$ cat src/rtl/zif_prog_pkg.sv
// Shared types and register map for the ZIF programming sequencer.
package zif_prog_pkg;

  typedef enum logic [1:0] {
    ST_IDLE  = 2'd0,
    ST_SETUP = 2'd1,
    ST_PULSE = 2'd2,
    ST_HOLD  = 2'd3
  } state_t;

  typedef enum logic {
    MODE_PROG = 1'b0,
    MODE_READ = 1'b1
  } mode_t;

  localparam logic [7:0] ADDR_DATA   = 8'h10;
  localparam logic [7:0] ADDR_PW_LO  = 8'h11;
  localparam logic [7:0] ADDR_PW_HI  = 8'h12;
  localparam logic [7:0] ADDR_SETUP  = 8'h13;
  localparam logic [7:0] ADDR_HOLD   = 8'h14;
  localparam logic [7:0] ADDR_CMD    = 8'h15;
  localparam logic [7:0] ADDR_STATUS = 8'h16;
  localparam logic [7:0] ADDR_RDATA  = 8'h17;

  localparam int CMD_PROG_BIT  = 0;
  localparam int CMD_READ_BIT  = 1;
  localparam int CMD_ABORT_BIT = 7;

  localparam int STAT_BUSY_BIT = 0;
  localparam int STAT_ERR_BIT  = 1;
  localparam int STAT_DONE_BIT = 2;

endpackage

$ cat src/rtl/zif_phase_timer.sv
// Phase down-counter: loads max(N,1)-1 on phase entry and flags the last cycle at zero.
module zif_phase_timer #(
  parameter int CNT_W = 16
) (
  input  logic             clk,
  input  logic             rst_n,
  input  logic             load,
  input  logic             clr,
  input  logic [CNT_W-1:0] load_val,
  output logic             last
);

  localparam logic [CNT_W-1:0] ONE = {{(CNT_W-1){1'b0}}, 1'b1};

  logic [CNT_W-1:0] cnt;

  // Count down within a phase; a zero length still gives one cycle, and zero is held, never wrapped.
  always_ff @(posedge clk or negedge rst_n) begin
    if (!rst_n) begin
      cnt <= '0;
    end else if (clr) begin
      cnt <= '0;
    end else if (load) begin
      cnt <= (load_val == '0) ? '0 : load_val - ONE;
    end else if (cnt != '0) begin
      cnt <= cnt - ONE;
    end
  end

  assign last = (cnt == '0);

endmodule

$ cat src/rtl/zif_prog_sequencer.sv
// Sequences one program or read cycle on the ZIF socket with setup/pulse/hold timing.
module zif_prog_sequencer
  import zif_prog_pkg::*;
#(
  parameter int CNT_W     = 16,
  parameter int SETUP_RST = 12,
  parameter int PULSE_RST = 1200,
  parameter int HOLD_RST  = 12
) (
  input  logic       osc,
  input  logic       rst_n,
  input  logic       reg_we,
  input  logic [7:0] reg_addr,
  input  logic [7:0] reg_wdata,
  output logic [7:0] reg_rdata,
  output logic       busy,
  output logic [7:0] zif_dout,
  output logic       zif_doe,
  input  logic [7:0] zif_din,
  output logic       prog_n,
  output logic       oe_n
);

  state_t state, next_state;
  mode_t  mode, next_mode;

  logic [7:0]       data_reg, setup_reg, hold_reg, rdata_reg;
  logic [15:0]      pw_reg;
  logic             err, done;
  logic             idle, cmd_wr, stat_wr, abort_req, start_req;
  logic             timer_load, timer_clr, timer_last;
  logic [CNT_W-1:0] timer_val;
  logic             sample_now, finish_now;

  assign idle      = (state == ST_IDLE);
  assign cmd_wr    = reg_we && (reg_addr == ADDR_CMD);
  assign stat_wr   = reg_we && (reg_addr == ADDR_STATUS);
  assign abort_req = cmd_wr && reg_wdata[CMD_ABORT_BIT];
  assign start_req = cmd_wr && !reg_wdata[CMD_ABORT_BIT] &&
                     (reg_wdata[CMD_PROG_BIT] || reg_wdata[CMD_READ_BIT]);

  zif_phase_timer #(.CNT_W(CNT_W)) u_timer (
    .clk      (osc),
    .rst_n    (rst_n),
    .load     (timer_load),
    .clr      (timer_clr),
    .load_val (timer_val),
    .last     (timer_last)
  );

  // State and mode registers.
  always_ff @(posedge osc or negedge rst_n) begin
    if (!rst_n) begin
      state <= ST_IDLE;
      mode  <= MODE_PROG;
    end else begin
      state <= next_state;
      mode  <= next_mode;
    end
  end

  // Next-state decode: abort beats everything, a read skips the pulse phase, and each phase entry reloads the timer.
  always_comb begin
    next_state = state;
    next_mode  = mode;
    timer_load = 1'b0;
    timer_val  = '0;
    sample_now = 1'b0;
    finish_now = 1'b0;
    case (state)
      ST_IDLE: begin
        if (start_req) begin
          next_state = ST_SETUP;
          next_mode  = reg_wdata[CMD_PROG_BIT] ? MODE_PROG : MODE_READ;
          timer_load = 1'b1;
          timer_val  = CNT_W'(setup_reg);
        end
      end
      ST_SETUP: begin
        if (abort_req) begin
          next_state = ST_IDLE;
        end else if (timer_last) begin
          timer_load = 1'b1;
          if (mode == MODE_PROG) begin
            next_state = ST_PULSE;
            timer_val  = CNT_W'(pw_reg);
          end else begin
            next_state = ST_HOLD;
            timer_val  = CNT_W'(hold_reg);
            sample_now = 1'b1;
          end
        end
      end
      ST_PULSE: begin
        if (abort_req) begin
          next_state = ST_IDLE;
        end else if (timer_last) begin
          next_state = ST_HOLD;
          timer_load = 1'b1;
          timer_val  = CNT_W'(hold_reg);
        end
      end
      ST_HOLD: begin
        if (abort_req) begin
          next_state = ST_IDLE;
        end else if (timer_last) begin
          next_state = ST_IDLE;
          finish_now = 1'b1;
        end
      end
      default: next_state = ST_IDLE;
    endcase
    timer_clr = (next_state == ST_IDLE);
  end

  // Bus-writable configuration; frozen while a sequence runs so timing cannot shift mid-cycle.
  always_ff @(posedge osc or negedge rst_n) begin
    if (!rst_n) begin
      data_reg  <= 8'h00;
      pw_reg    <= 16'(PULSE_RST);
      setup_reg <= 8'(SETUP_RST);
      hold_reg  <= 8'(HOLD_RST);
    end else if (reg_we && idle) begin
      case (reg_addr)
        ADDR_DATA:  data_reg     <= reg_wdata;
        ADDR_PW_LO: pw_reg[7:0]  <= reg_wdata;
        ADDR_PW_HI: pw_reg[15:8] <= reg_wdata;
        ADDR_SETUP: setup_reg    <= reg_wdata;
        ADDR_HOLD:  hold_reg     <= reg_wdata;
        default: ;
      endcase
    end
  end

  // Status flags and sampled read data; completion setting done outranks a coincident status clear.
  always_ff @(posedge osc or negedge rst_n) begin
    if (!rst_n) begin
      err       <= 1'b0;
      done      <= 1'b0;
      rdata_reg <= 8'h00;
    end else begin
      if (stat_wr) begin
        err <= 1'b0;
      end else if (!idle && start_req) begin
        err <= 1'b1;
      end
      if (finish_now) begin
        done <= 1'b1;
      end else if (stat_wr || (idle && start_req)) begin
        done <= 1'b0;
      end
      if (sample_now) begin
        rdata_reg <= zif_din;
      end
    end
  end

  // Pin outputs registered from the upcoming state so they switch on the same edge as the state.
  always_ff @(posedge osc or negedge rst_n) begin
    if (!rst_n) begin
      busy     <= 1'b0;
      zif_doe  <= 1'b0;
      zif_dout <= 8'h00;
      prog_n   <= 1'b1;
      oe_n     <= 1'b1;
    end else begin
      busy    <= (next_state != ST_IDLE);
      zif_doe <= (next_state != ST_IDLE) && (next_mode == MODE_PROG);
      prog_n  <= (next_state != ST_PULSE);
      oe_n    <= !((next_state != ST_IDLE) && (next_mode == MODE_READ));
      if (idle && start_req && reg_wdata[CMD_PROG_BIT]) begin
        zif_dout <= data_reg;
      end
    end
  end

  // Register read-back mux.
  always_comb begin
    reg_rdata = 8'h00;
    case (reg_addr)
      ADDR_DATA:   reg_rdata = data_reg;
      ADDR_PW_LO:  reg_rdata = pw_reg[7:0];
      ADDR_PW_HI:  reg_rdata = pw_reg[15:8];
      ADDR_SETUP:  reg_rdata = setup_reg;
      ADDR_HOLD:   reg_rdata = hold_reg;
      ADDR_STATUS: begin
        reg_rdata[STAT_BUSY_BIT] = busy;
        reg_rdata[STAT_ERR_BIT]  = err;
        reg_rdata[STAT_DONE_BIT] = done;
      end
      ADDR_RDATA:  reg_rdata = rdata_reg;
      default:     reg_rdata = 8'h00;
    endcase
  end

endmodule

$ cat config.mk
export PLATFORM = sky130hd
export DESIGN_NAME = zif_prog_sequencer
export DESIGN_NICKNAME = d
export VERILOG_FILES = /design/src/rtl/zif_prog_pkg.sv /design/src/rtl/zif_phase_timer.sv /design/src/rtl/zif_prog_sequencer.sv
export SDC_FILE = /design/constraint.sdc
export NUM_CORES = 1
export LEC_CHECK = 0
export BUFFER_PORTS_ARGS = -buffer_cell sky130_fd_sc_hd__buf_2
export CAP_MARGIN = 25
export CORE_UTILIZATION = 38
export CTS_BUF_LIST = sky130_fd_sc_hd__clkbuf_4 sky130_fd_sc_hd__clkbuf_8
export DETAILED_ROUTE_END_ITERATION = 12
export GPL_ROUTABILITY_DRIVEN = 0
export HOLD_SLACK_MARGIN = 0.15
export PLACE_DENSITY = 0.58
export SLEW_MARGIN = 20
export SYNTH_ARGS = -nofsm -noshare
export SYNTH_HDL_FRONTEND = slang
export SYNTH_SLANG_ARGS = --single-unit
$ cat constraint.sdc
create_clock -name osc -period 9 [get_ports osc]
set_input_delay 0.45 -clock osc [delete_from_list [all_inputs] [get_ports osc]]
set_output_delay 0.45 -clock osc [all_outputs]
set_load 0.1 [all_outputs]
==> out/results.ini <==
[floorplanning]
core_region_area_sq_um=12620
core.rowCount=41
chipHeight_um=115.7
floorplan.die_area_sq_um=13390
floorplan.die.width_um=115.7
starting_density_pct=38.94
design.portCount=47

[setup_path]
critical_path.slowest_cell=sky130_fd_sc_hd__nor2_1
cp_dominant_cell_by_count=sky130_fd_sc_hd__ha_1
cp-start-kind=flip-flop
critical_path_arrival_ns=4.08
setup.worst_path.end_class=flip-flop
worstReg2RegEnd=u_timer.cnt[14]
required_time_at_the_endpoint_of_the_critical_path_ns=9.31
critical_path.cell_chain=inv_1, ha_1, nand4b_1, or4_1, nor2_1, a2bb2oi_1, ha_1, and2_4, and2_1, a311o_1, o22ai_2
cp_max_fo=13
regToRegStartpoint=state[0]
worst_setup_slack_for_register_to_register_paths_ns=5.23
worstRegToRegCells=11
max_stage_delay_ns=0.63
critPathKind=flip-flop to flip-flop

[status]
status=complete, no violations

[timing]
hold_viol_final=0
clock.fmax_ghz=0.2650
rsz0062_at_grt=false
setup_skew_after_layout_ns=0.009419
worstMarginPinSlew_ns=1.102
final.setup.tns_ns=0
timing.slew.headroom_pct=26.08
period_minus_slack_ns=3.774
timing.final.setup_violations=0
timing.final.crit_share_pct=41.93
total_count_of_max_transition_violations_in_the_final_report=0

[cts]
cts.hold.buffers_added=0
cts.repair_timing.setup_buffer_count=0
clk_pin_slew_worst_paths_ns=0.08
tritoncts_clock_tree=yes
cts_root_buf=sky130_fd_sc_hd__clkbuf_8
htree_levels=3
cts_repair_resize_count=0
worstSkewPairLatency_ns=0.38
total_number_of_clock_tree_sinks=81
cts_buffers=9
clk_path_buf_depth=2

[global_route]
global_route_wire_length_before_repair_um=22310
global_route.usage.total_pct=22.36
gr-total-overflow=0
grt_max_degree=82
antenna_violations_before_repair=0
first_global_vias=4043

[layout]
layout.core_utilization_pct=43.87
design.final.nets=544
drive_gt1_share_pct=32.16
antenna-diode-count=0
area.growth.synth_to_final_pct=12.68
fin_cells=685

[logic_synthesis]
yosys_reg_bits=81
yosys.cell_types.count=66
postSynth.asyncResetShare_pct=100.0
synth_sequential_area_ratio_pct=41.51
commonest_cells_in_the_netlist=sky130_fd_sc_hd__mux2_2, sky130_fd_sc_hd__dfrtp_1, sky130_fd_sc_hd__nor2_1
synth-warning-count=0
post-synth-top-count-cell=sky130_fd_sc_hd__mux2_2
synth_edf_count=0
post_synthesis_net_count=503
synth_cells=467
synth_top_area_share_pct=36.16
syn-cell-area_sq_um=4913
ys_top_cells_by_area=sky130_fd_sc_hd__dfrtp_1, sky130_fd_sc_hd__mux2_2, sky130_fd_sc_hd__dfstp_2
dominant_register_cell_in_the_synthesized_netlist=sky130_fd_sc_hd__dfrtp_1
cell_type_contributing_the_most_total_cell_area_after_synthesis=sky130_fd_sc_hd__dfrtp_1
post_synthesis_average_cell_area_sq_um=10.52

[pwr]
power_density_nw_per_um2=402.1
leakagePower_nw=2.502
worst_ir_drop_vdd_mv=0.3538

[route]
drt_first_iter_violations=308
drc=0
route.detailed.vias_per_inst=5.863
drtPass1Iterations=4
wirelength_um=13780
wl_per_cell_um=20.11
antenna_violating_nets_post_route=0
dr_vias=4016

[placement]
placed_cells=669
total_half_perimeter_wirelength_after_legalization_and_detailed_placement_um=9928
port-buffer-count=46

[run]
max_cap_viol_count=0

[min_path]
holdCritPathClass=input port to asynchronous set/reset pin

==> per-layer routing <==
layer / GRT usage (%) / part of all wire, %
met5: 0 / 0
met2: 35.29 / 46
met4: 6.496 / 2.0
met1: 30.69 / 48
met3: 5.230 / 4.5
==> worst max path at each step <==
stage           startpoint         endpoint  slack [ns]  cells after the start
3_5_place_dp   reg_addr[2]  u_timer.cnt[14]        5.17                     10
5_1_grt           state[0]  u_timer.cnt[14]        4.92                     11
3_3_place_gp   reg_addr[2]  u_timer.cnt[14]        5.33                     10
6_report          state[0]  u_timer.cnt[14]        5.23                     11
4_1_cts           state[0]  u_timer.cnt[14]        5.25                     11
2_1_floorplan  reg_addr[5]     reg_rdata[0]        4.88                      5
==> power breakdown <==
| part | switching (mW) | total (mW) | internal [mW] |
|---|---|---|---|
| Combinational | 0.911 | 1.44 | 0.534 |
| Clock | 0.144 | 0.305 | 0.161 |
| Sequential | 0.0595 | 0.476 | 0.417 |
==> cells by family (layout without fill, tap and decap cells) <==
group,Yosys count,in the layout,share of synthesized area [%]
DFF,81,81,41.51
muxes,80,80,18.89
xor gates and xnor gates,18,18,3.209
AOI/OAI and AO/OA,105,105,15.87
adders and majority gates,9,9,2.292
and+or+nand+nor,147,147,16.12
buffers and inverters,27,73,2.114
==> worst max-delay path: cells and delay by family (launching register included) <==
kind / cells / cell delay, ns
AOI/OAI and AO/OA: 3 / 0.68
adders and majority gates: 2 / 0.64
buffers and inverters: 1 / 0.12
DFF: 1 / 0.43
and+or+nand+nor: 5 / 1.82
==> layout by cell type, fill, tap and decap left out, types with 8 or more instances in the layout <==
master / Yosys / routed
sky130_fd_sc_hd__mux2_2: 72 / 72
sky130_fd_sc_hd__dfrtp_1: 71 / 71
sky130_fd_sc_hd__buf_2: 2 / 45
sky130_fd_sc_hd__nor2_1: 35 / 35
sky130_fd_sc_hd__nand2_1: 31 / 31
sky130_fd_sc_hd__a21oi_1: 20 / 20
sky130_fd_sc_hd__a22oi_1: 19 / 19
sky130_fd_sc_hd__nor3_1: 15 / 15
sky130_fd_sc_hd__xnor2_1: 10 / 10
sky130_fd_sc_hd__dfstp_2: 10 / 10
sky130_fd_sc_hd__ha_1: 9 / 9
sky130_fd_sc_hd__clkbuf_8: 0 / 9
sky130_fd_sc_hd__xor2_1: 8 / 8
==> final cells by class <==
class	instances	area [sq um]
fill	1260	7083
multi-input combinational	359	2770
sequential	81	2039
timing repair buffer	49	259.0
tap	172	215.2
clock buffer	10	131.4
clock inverter	6	91.34
inverter	8	30.03
==> per-stage QoR <==
step	cell area (sq um)	hold slack [ns]	power, mW	worst slack (ns)
detailed placement	5310	0.4869	1.891	5.175
global route	5537	0.1591	2.414	4.923
floorplan	4913	0.1544	1.564	4.877
CTS	5533	0.2789	2.215	5.249
global placement	5310	0.4851	1.893	5.334
finish	5537	0.09449	2.226	5.226
Note: power is estimated with default switching activity, not from simulation.
